===== config.mk =====
export PLATFORM = sky130hd
export DESIGN_NAME = button_event_detector_flat
export DESIGN_NICKNAME = d
export VERILOG_FILES = /design/src/rtl/button_event_detector_if.sv /design/src/rtl/button_event_detector.sv /design/src/flat_wrapper.sv
export SDC_FILE = /design/constraint.sdc
export NUM_CORES = 1
export LEC_CHECK = 0
export CELL_PAD_IN_SITES_DETAIL_PLACEMENT = 1
export CELL_PAD_IN_SITES_GLOBAL_PLACEMENT = 1
export CORE_MARGIN = 2
export CORE_UTILIZATION = 47
export CTS_CLUSTER_DIAMETER = 100
export DETAILED_ROUTE_END_ITERATION = 12
export GPL_ROUTABILITY_DRIVEN = 0
export PLACE_DENSITY_LB_ADDON = 0.1
export SETUP_SLACK_MARGIN = 0.3
export SLEW_MARGIN = 20
export SYNTH_ARGS = -nofsm -noshare
export SYNTH_HDL_FRONTEND = slang
export SYNTH_SLANG_ARGS = --single-unit

===== constraint.sdc =====
create_clock -name clk -period 2.2 [get_ports clk]
set_input_delay 0.44 -clock clk [delete_from_list [all_inputs] [get_ports clk]]
set_output_delay 0.44 -clock clk [all_outputs]
set_load 0.05 [all_outputs]

===== src/rtl/button_event_detector_if.sv =====
// rtl/button_event_detector_if.sv - button inputs and conditioned event outputs of button_event_detector
interface button_event_detector_if #(
  parameter int CHANNELS = 4
);
  logic [CHANNELS-1:0] button;
  logic [CHANNELS-1:0] level;
  logic [CHANNELS-1:0] rise;
  logic [CHANNELS-1:0] fall;
  logic [CHANNELS-1:0] out;
  logic [CHANNELS-1:0] repeat_evt;

  modport master (
    output button,
    input  level, rise, fall, out, repeat_evt
  );

  modport slave (
    input  button,
    output level, rise, fall, out, repeat_evt
  );
endinterface


===== src/rtl/button_event_detector.sv =====
// rtl/button_event_detector.sv - per-channel synchroniser, debounce, edge pulses and long-press/auto-repeat
module button_event_detector #(
  parameter int CHANNELS        = 4,
  parameter int DEBOUNCE_CYCLES = 100,
  parameter int EDGE_MODE       = 1,
  parameter int HOLD_CYCLES     = 50_000_000,
  parameter int REPEAT_CYCLES   = 10_000_000,
  parameter int BTN_ACTIVE_LOW  = 0
) (
  input  logic                  clk,
  input  logic                  rst_n,
  button_event_detector_if.slave bus
);

  localparam int HOLD_MAX = (HOLD_CYCLES > REPEAT_CYCLES) ? HOLD_CYCLES : REPEAT_CYCLES;
  localparam int HW       = $clog2(HOLD_MAX + 1);
  localparam int DW       = $clog2(DEBOUNCE_CYCLES + 1);

  localparam logic [DW-1:0] DB_LAST   = DW'(DEBOUNCE_CYCLES - 1);
  localparam logic [HW-1:0] HOLD_LAST = HW'(HOLD_CYCLES - 1);
  localparam logic [HW-1:0] REP_LAST  = (REPEAT_CYCLES > 0) ? HW'(REPEAT_CYCLES - 1) : '0;

  typedef enum logic [1:0] {
    RELEASED = 2'd0,
    PRESSED  = 2'd1,
    HELD     = 2'd2,
    DONE     = 2'd3
  } hold_state_e;

  logic [CHANNELS-1:0] s1_q, s1_d;
  logic [CHANNELS-1:0] s2_q, s2_d;
  logic [CHANNELS-1:0] level_q, level_d;
  logic [CHANNELS-1:0] rise_q, rise_d;
  logic [CHANNELS-1:0] fall_q, fall_d;
  logic [CHANNELS-1:0] out_q, out_d;
  logic [CHANNELS-1:0] repeat_evt_q, repeat_evt_d;
  logic [DW-1:0]       db_cnt_q   [CHANNELS];
  logic [DW-1:0]       db_cnt_d   [CHANNELS];
  logic [HW-1:0]       hold_cnt_q [CHANNELS];
  logic [HW-1:0]       hold_cnt_d [CHANNELS];
  hold_state_e         state_q    [CHANNELS];
  hold_state_e         state_d    [CHANNELS];

  always_comb begin
    s1_d         = bus.button ^ {CHANNELS{BTN_ACTIVE_LOW != 0}};
    s2_d         = s1_q;
    level_d      = level_q;
    rise_d       = '0;
    fall_d       = '0;
    repeat_evt_d = '0;
    for (int i = 0; i < CHANNELS; i++) begin
      db_cnt_d[i]   = '0;
      hold_cnt_d[i] = hold_cnt_q[i];
      state_d[i]    = state_q[i];

      // Any sample that agrees with the current level restarts the debounce window.
      if (s2_q[i] != level_q[i]) begin
        if (db_cnt_q[i] == DB_LAST) begin
          level_d[i] = s2_q[i];
        end else begin
          db_cnt_d[i] = db_cnt_q[i] + DW'(1);
        end
      end

      rise_d[i] = level_d[i] & ~level_q[i];
      fall_d[i] = ~level_d[i] & level_q[i];

      // Release overrides everything, including a repeat expiring on the same edge.
      if (fall_d[i]) begin
        state_d[i]    = RELEASED;
        hold_cnt_d[i] = '0;
      end else begin
        case (state_q[i])
          RELEASED: begin
            hold_cnt_d[i] = '0;
            if (rise_d[i]) state_d[i] = PRESSED;
          end
          PRESSED: begin
            if (hold_cnt_q[i] == HOLD_LAST) begin
              repeat_evt_d[i] = 1'b1;
              hold_cnt_d[i]   = '0;
              state_d[i]      = (REPEAT_CYCLES > 0) ? HELD : DONE;
            end else begin
              hold_cnt_d[i] = hold_cnt_q[i] + HW'(1);
            end
          end
          HELD: begin
            if (hold_cnt_q[i] == REP_LAST) begin
              repeat_evt_d[i] = 1'b1;
              hold_cnt_d[i]   = '0;
            end else begin
              hold_cnt_d[i] = hold_cnt_q[i] + HW'(1);
            end
          end
          default: begin
            hold_cnt_d[i] = '0;
          end
        endcase
      end
    end

    case (EDGE_MODE)
      0:       out_d = rise_d;
      1:       out_d = fall_d;
      2:       out_d = rise_d | fall_d;
      default: out_d = '0;
    endcase
  end

  always_ff @(posedge clk) begin
    if (!rst_n) begin
      s1_q         <= '0;
      s2_q         <= '0;
      level_q      <= '0;
      rise_q       <= '0;
      fall_q       <= '0;
      out_q        <= '0;
      repeat_evt_q <= '0;
      for (int i = 0; i < CHANNELS; i++) begin
        db_cnt_q[i]   <= '0;
        hold_cnt_q[i] <= '0;
        state_q[i]    <= RELEASED;
      end
    end else begin
      s1_q         <= s1_d;
      s2_q         <= s2_d;
      level_q      <= level_d;
      rise_q       <= rise_d;
      fall_q       <= fall_d;
      out_q        <= out_d;
      repeat_evt_q <= repeat_evt_d;
      for (int i = 0; i < CHANNELS; i++) begin
        db_cnt_q[i]   <= db_cnt_d[i];
        hold_cnt_q[i] <= hold_cnt_d[i];
        state_q[i]    <= state_d[i];
      end
    end
  end

  assign bus.level      = level_q;
  assign bus.rise       = rise_q;
  assign bus.fall       = fall_q;
  assign bus.out        = out_q;
  assign bus.repeat_evt = repeat_evt_q;

endmodule

===== src/flat_wrapper.sv =====
// flat-port wrapper written by rule: the top's interface ports become plain ports
module button_event_detector_flat 
#(
  parameter int CHANNELS        = 4,
  parameter int DEBOUNCE_CYCLES = 100,
  parameter int EDGE_MODE       = 1,
  parameter int HOLD_CYCLES     = 50_000_000,
  parameter int REPEAT_CYCLES   = 10_000_000,
  parameter int BTN_ACTIVE_LOW  = 0
)
  (clk, rst_n, bus_button, bus_level, bus_rise, bus_fall, bus_out, bus_repeat_evt);
  button_event_detector_if #(.CHANNELS(CHANNELS)) bus_i ();
  input  logic clk;
  input  logic rst_n;
  input wire logic [$bits(bus_i.button)-1:0] bus_button;
  output wire logic [$bits(bus_i.level)-1:0] bus_level;
  output wire logic [$bits(bus_i.rise)-1:0] bus_rise;
  output wire logic [$bits(bus_i.fall)-1:0] bus_fall;
  output wire logic [$bits(bus_i.out)-1:0] bus_out;
  output wire logic [$bits(bus_i.repeat_evt)-1:0] bus_repeat_evt;
  assign bus_i.button = bus_button;
  assign bus_level = bus_i.level;
  assign bus_rise = bus_i.rise;
  assign bus_fall = bus_i.fall;
  assign bus_out = bus_i.out;
  assign bus_repeat_evt = bus_i.repeat_evt;
  button_event_detector #(.CHANNELS(CHANNELS), .DEBOUNCE_CYCLES(DEBOUNCE_CYCLES), .EDGE_MODE(EDGE_MODE), .HOLD_CYCLES(HOLD_CYCLES), .REPEAT_CYCLES(REPEAT_CYCLES), .BTN_ACTIVE_LOW(BTN_ACTIVE_LOW)) u_core (.clk(clk), .rst_n(rst_n), .bus(bus_i));
endmodule

# --- Yosys cells after proc, flatten, opt, wreduce, memory -nomap -nowiden ---
# Memories as Yosys holds them, arrays and structs flattened.
# Cells that the tools add are included.
totals:
  reg_bits: 24
  ramBits: 140
  in_bits: 6
  out_inout_bits: 20
  mem_count: 3
classes:
  n_addsub: 8
  n_eq_ne: 24
  mux: 74
  bitwise_logic: 29
  n_reduce_logical: 8
memory_table:
  columns: ["memory", "depth", "word_bits", "read_ports", "rd_ports_with_merged_regs", "wr", "line_no", "text"]
  rows:
  - ["u_core.hold_cnt_q", 4, 26, 4, 0, 4, "button_event_detector.sv:39", "logic [HW-1:0] hold_cnt_q [CHANNELS];"]
  - ["u_core.db_cnt_q", 4, 7, 4, 0, 4, "button_event_detector.sv:37", "logic [DW-1:0] db_cnt_q [CHANNELS];"]
  - ["u_core.state_q", 4, 2, 4, 0, 4, "button_event_detector.sv:41", "hold_state_e state_q [CHANNELS];"]
op_table:
  columns: ["cell", "n"]
  rows:
  - ["$mux 26", 16]
  - ["$pmux 26 s2", 4]
  - ["$add 26x1->26 const B", 4]
  - ["$eq 26x24->1 const B", 4]
  - ["$eq 26x26->1 const B", 4]
  - ["$mux 7", 12]
  - ["$mux 2", 16]
  - ["$add 7x1->7 const B", 4]
  - ["$eq 7x7->1 const B", 4]
  - ["$mux 1", 18]
  - ["$pmux 2 s2", 4]
  - ["$or 1x1->1", 12]
  - ["$not 1->1", 9]
  - ["$and 1x1->1", 8]
  - ["$eq 2x1->1 const B", 4]
  - ["$eq 2x2->1 const B", 4]
  - ["$logic_not 2->1", 4]
  - ["$pmux 1 s2", 4]
  - ["$reduce_or 2->1", 4]
  - ["$ne 1x1->1", 4]

# --- Depth between registers and ports, before layout ---
# Gate-level depths: netlist (run 1).
depth:
  ltp_word: 8
  mapped_depth: 8
  ltp_nobuf: 6

# --- Worst setup path before layout (run 1) ---
# OpenSTA, ideal clock, no wires.
synth_timing:
  path_type: "reg2reg"
  startpoint: "memory u_core.db_cnt_q[0][0] in the netlist's numbering"
  endpoint: "memory u_core.hold_cnt_q[0][16] in the netlist's numbering"
  setup_ps: 115
  t_arrival_ps: 1854
  required_ps: 2085
  path_slack_ps: 231
  stages_incl_launch_ff: 7
  path_buffers: 1
  period_less_slack_ps: 1969
  path_cell_list: "dfxtp_1 > ha_1 > or4b_2 > o311a_1 > o21ai_4 > buf_6 > nor2_2"
synth_rtl:
  columns: ["item", "line_no"]
  rows:
  - ["start, declared", "button_event_detector.sv:37"]
  - ["end, declared", "button_event_detector.sv:39"]

==> out/metrics.cfg, run 1 <==
[worst_setup_path]
crit_path_max_fanout = 6
reg2reg_depth = 10
worstReg2RegStart = u_core.hold_cnt_q[0][26]
critPathKind = reg2reg
timing.rr.end = u_core.hold_cnt_q[0][35]
worstSetupStartpoint = u_core.hold_cnt_q[0][26]
crit_arrival_ns = 2.53
required_ns = 2.52
reg2reg_slack_ns = -0.002
start_kind = flop
cp-endpoint = u_core.hold_cnt_q[0][35]
end_kind = flop

[yosys]
synth_top_family_by_area = simple AND/OR/NAND/NOR gates
yosysTopAreaCellShare_pct = 43.7
ys_types = 61
synthTopCellsByArea = dfxtp_1 (44%), xor2_1 (8.0%), nor2_1 (7.6%), xnor2_1 (5.5%), ha_1 (4.0%)
yosysWarnings = 0
post_synth_fa_ha_maj_area_fraction_pct = 4.00
muxShareOfSynthArea_pct = 0.400
synth-seq-cells = 164
synth.avg_cell_area_um2 = 8.97
synth_edf_count = 0
synth_most_common_cell = dfxtp_1
synth_area_um2 = 7510
synth-simple-area-share_pct = 30.4
post-synth-top-area-cell = dfxtp_1
ys_seq_area_share_pct = 43.7
synth_cells = 838
synthArstFlopShare_pct = 0
synth_xor_area_share_pct = 13.5
synth_common_cells = dfxtp_1 (164), nor2_1 (152), xor2_1 (69)
synthFlopType = dfxtp_1
synth_compound_gate_area_share_pct = 4.76
synth_nets = 868

[power]
powerDensity_nw_per_um2 = 668
total_power_w = 0.00649
leakagePower_nw = 3.32
peakVddDrop_mv = 0.555

[routing]
vias = 6387
ant_nets = 0
drtPass1Iterations = 5
drtIter0Drc = 276
wl_per_cell_um = 18.7
drcViolationCount = 0
wirelength_um = 21200
vias_per_cell = 5.62

[clock_tree]
cts_buffer_depth = 2
clkTransAtPathRegs_ns = 0.06
cts_root_buf = clkbuf_16
cts_buffers = 17
cts_tree = yes
clock_sinks = 164
clock_latency_ns = 0.44
h-tree-depth = 4
postCtsHoldBufs = 0

[global_routing]
grt_usage_pct = 23.8
grt_max_degree = 27
grt_pass1_vias = 6588
grt_pass1_wl_um = 31800
grt-ovfl-total = 0
antenna_found_initial = 0

[sta]
period_minus_slack_ns = 2.20
grt_setup_unrepaired = true
slew_headroom_pct = 63.2
tightest_slew_ns = 0.550
fmax_ghz = 0.454
maxSlewViolCount = 0
hold_violations = 0
clock_skew_ns = 0.00894
finalSetupViolCount = 2
finalCritPeriodShare_pct = 100
worst_slack_ns = -0.00179

[status]
violations = setup timing
status = finished, violations left

[layout]
final_area_um2 = 9710
area_growth_pct = 29.2
fin_util_pct = 61.6
n_fill_cell = 1761
drive_gt1_share_pct = 20.2
diodes = 0
nets = 938
fin_cells = 1137

[floorplanning]
rows = 46
fp.dieW_um = 130
initial_utilization_pct = 47.7
dieHeight_um = 130
pin_count = 26
dieArea_um2 = 17000
coreArea_um2 = 15800

[placed_design]
dpl_worst_slack_ns = 0.0903
placed_area_um2 = 8050
dpl.cell_count = 1070
port_buffers = 25
dp_hpwl_um = 12200

[run]
drv_cap = 0

[worst_hold_path]
hp-class = reg2reg

## layout make-up
cell class | count | area (um^2) | share of cell area (%)
multi-input cells | 625 | 4520 | 46.5
clock buffers | 19 | 443 | 4.56
inverters | 24 | 90.1 | 0.928
flip-flops and latches | 164 | 3300 | 34.0
well taps | 216 | 270 | 2.78
clock inverters | 13 | 230 | 2.37
repair buffers | 76 | 856 | 8.81
## worst max-delay path: stages (launching register included)
cell      delay [ns]
dfxtp_2         0.35
ha_4            0.14
or4bb_4         0.49
nor4_4          0.28
buf_6           0.17
a21boi_4        0.06
o21bai_4        0.18
buf_6           0.14
buf_12          0.10
buf_16          0.13
nor2_1          0.05
## through the flow
stage,setup TNS [ns],hold slack (ns)
3_5_place_dp,0,0.429
4_1_cts,0,0.443
5_1_grt,-0.497,0.456
2_1_floorplan,0,0.412
6_report,-0.00204,0.439
3_3_place_gp,0,0.424
## metal layers
layer  global-route usage [%]  vias up  wire (um)  share of wire, %
li1                         -     3049          -                 -
met1                     27.7     3176       9000                42
met2                     42.8      110      11100                52
met3                     4.60       52        504               2.4
met4                     10.1        0        609               2.9
met5                        0        -          0                 0
## layout by cell type, fill, tap and decap left out, types with 4 or more instances in the layout
| cell | Yosys | layout |
|---|---|---|
| xor2_1 | 69 | 69 |
| inv_1 | 24 | 24 |
| a21oi_1 | 7 | 5 |
| dfxtp_4 | 0 | 4 |
| nor2b_1 | 7 | 6 |
| bufinv_16 | 0 | 6 |
| nand4_1 | 35 | 35 |
| buf_12 | 0 | 5 |
| nor3_2 | 0 | 4 |
| and3_1 | 26 | 25 |
| clkdlybuf4s50_1 | 0 | 5 |
| buf_16 | 0 | 4 |
| dlygate4sd2_1 | 0 | 19 |
| nor4bb_1 | 5 | 5 |
| xnor2_1 | 47 | 47 |
| nand2b_1 | 5 | 4 |
| nor3_1 | 24 | 19 |
| nand3_1 | 54 | 52 |
| nor2_1 | 152 | 118 |
| dfxtp_2 | 0 | 5 |
| o21ai_0 | 6 | 5 |
| and4_1 | 15 | 13 |
| ha_1 | 24 | 20 |
| buf_4 | 6 | 29 |
| nor2_4 | 0 | 32 |
| nor4b_1 | 6 | 5 |
| nand2_1 | 45 | 44 |
| dfxtp_1 | 164 | 155 |
| clkbuf_16 | 0 | 21 |
| buf_6 | 4 | 9 |
| and2_1 | 14 | 14 |
| nor2_2 | 10 | 12 |
| nor4_1 | 12 | 9 |
| nand4bb_1 | 4 | 4 |
## how the worst min path moves through the flow
stage | startpoint | end | slack, ns | cells past startpoint
floorplan | u_core.s1_q[0] | u_core.s2_q[0] | 0.41 | 1
global placement | u_core.s1_q[0] | u_core.s2_q[0] | 0.42 | 1
detailed placement | u_core.s1_q[2] | u_core.s2_q[2] | 0.43 | 1
CTS | u_core.s1_q[1] | u_core.s2_q[1] | 0.44 | 1
global route | u_core.s1_q[1] | u_core.s2_q[1] | 0.46 | 1
finish | u_core.s1_q[1] | u_core.s2_q[1] | 0.44 | 1
## power by group
part | total [W] | switching [W] | internal (W)
sequential | 0.00299 | 0.00000925 | 0.00298
combinational | 0.0000979 | 0.0000539 | 0.0000441
clock | 0.00340 | 0.00125 | 0.00216
## kinds of logic (layout without fill, tap and decap cells)
logic type,after synthesis,in the layout
simple gates,435,435
mux,3,3
flops,164,164
buf+inv,49,132
fa+ha+maj,24,24
compound gates,47,47
xor+xnor,116,116
## state kept, by name (all words and copies together) (netlist names)
signal,cells
u_core.hold_cnt_q,104
u_core.db_cnt_q,28
u_core.state_q,8
u_core.bus.fall,4
u_core.bus.level,4
u_core.bus.repeat_evt,4
u_core.bus.rise,4
u_core.s1_q,4
u_core.s2_q,4
## repair_timing
| item | CTS | global route |
|---|---|---|
| endpoints found under the setup margin | 131 | 129 |
| pin swaps | 20 | 33 |
| resized for setup | 76 | 90 |
| setup buffers | 15 | 12 |
| cloned | 4 | 4 |
No activity file was read; power rests on OpenSTA's default activity.
==> run 2, diff against run 1 <==
--- a/config.mk
+++ b/config.mk
@@ -9,7 +9,7 @@
 export CELL_PAD_IN_SITES_GLOBAL_PLACEMENT = 1
 export CORE_MARGIN = 2
 export CORE_UTILIZATION = 47
-export CTS_CLUSTER_DIAMETER = 100
+export CTS_CLUSTER_DIAMETER = 60
 export DETAILED_ROUTE_END_ITERATION = 12
 export GPL_ROUTABILITY_DRIVEN = 0
 export PLACE_DENSITY_LB_ADDON = 0.1
==> results of run 2 <==
No change in the layout: final DEF, timing and power equal those of run 1.
==> run 3, diff against run 2 <==
--- a/config.mk
+++ b/config.mk
@@ -10,6 +10,7 @@
 export CORE_MARGIN = 2
 export CORE_UTILIZATION = 47
 export CTS_CLUSTER_DIAMETER = 60
+export CTS_CLUSTER_SIZE = 14
 export DETAILED_ROUTE_END_ITERATION = 12
 export GPL_ROUTABILITY_DRIVEN = 0
 export PLACE_DENSITY_LB_ADDON = 0.1
==> results of run 3 <==
No change in the layout: final DEF, timing and power equal those of run 1.
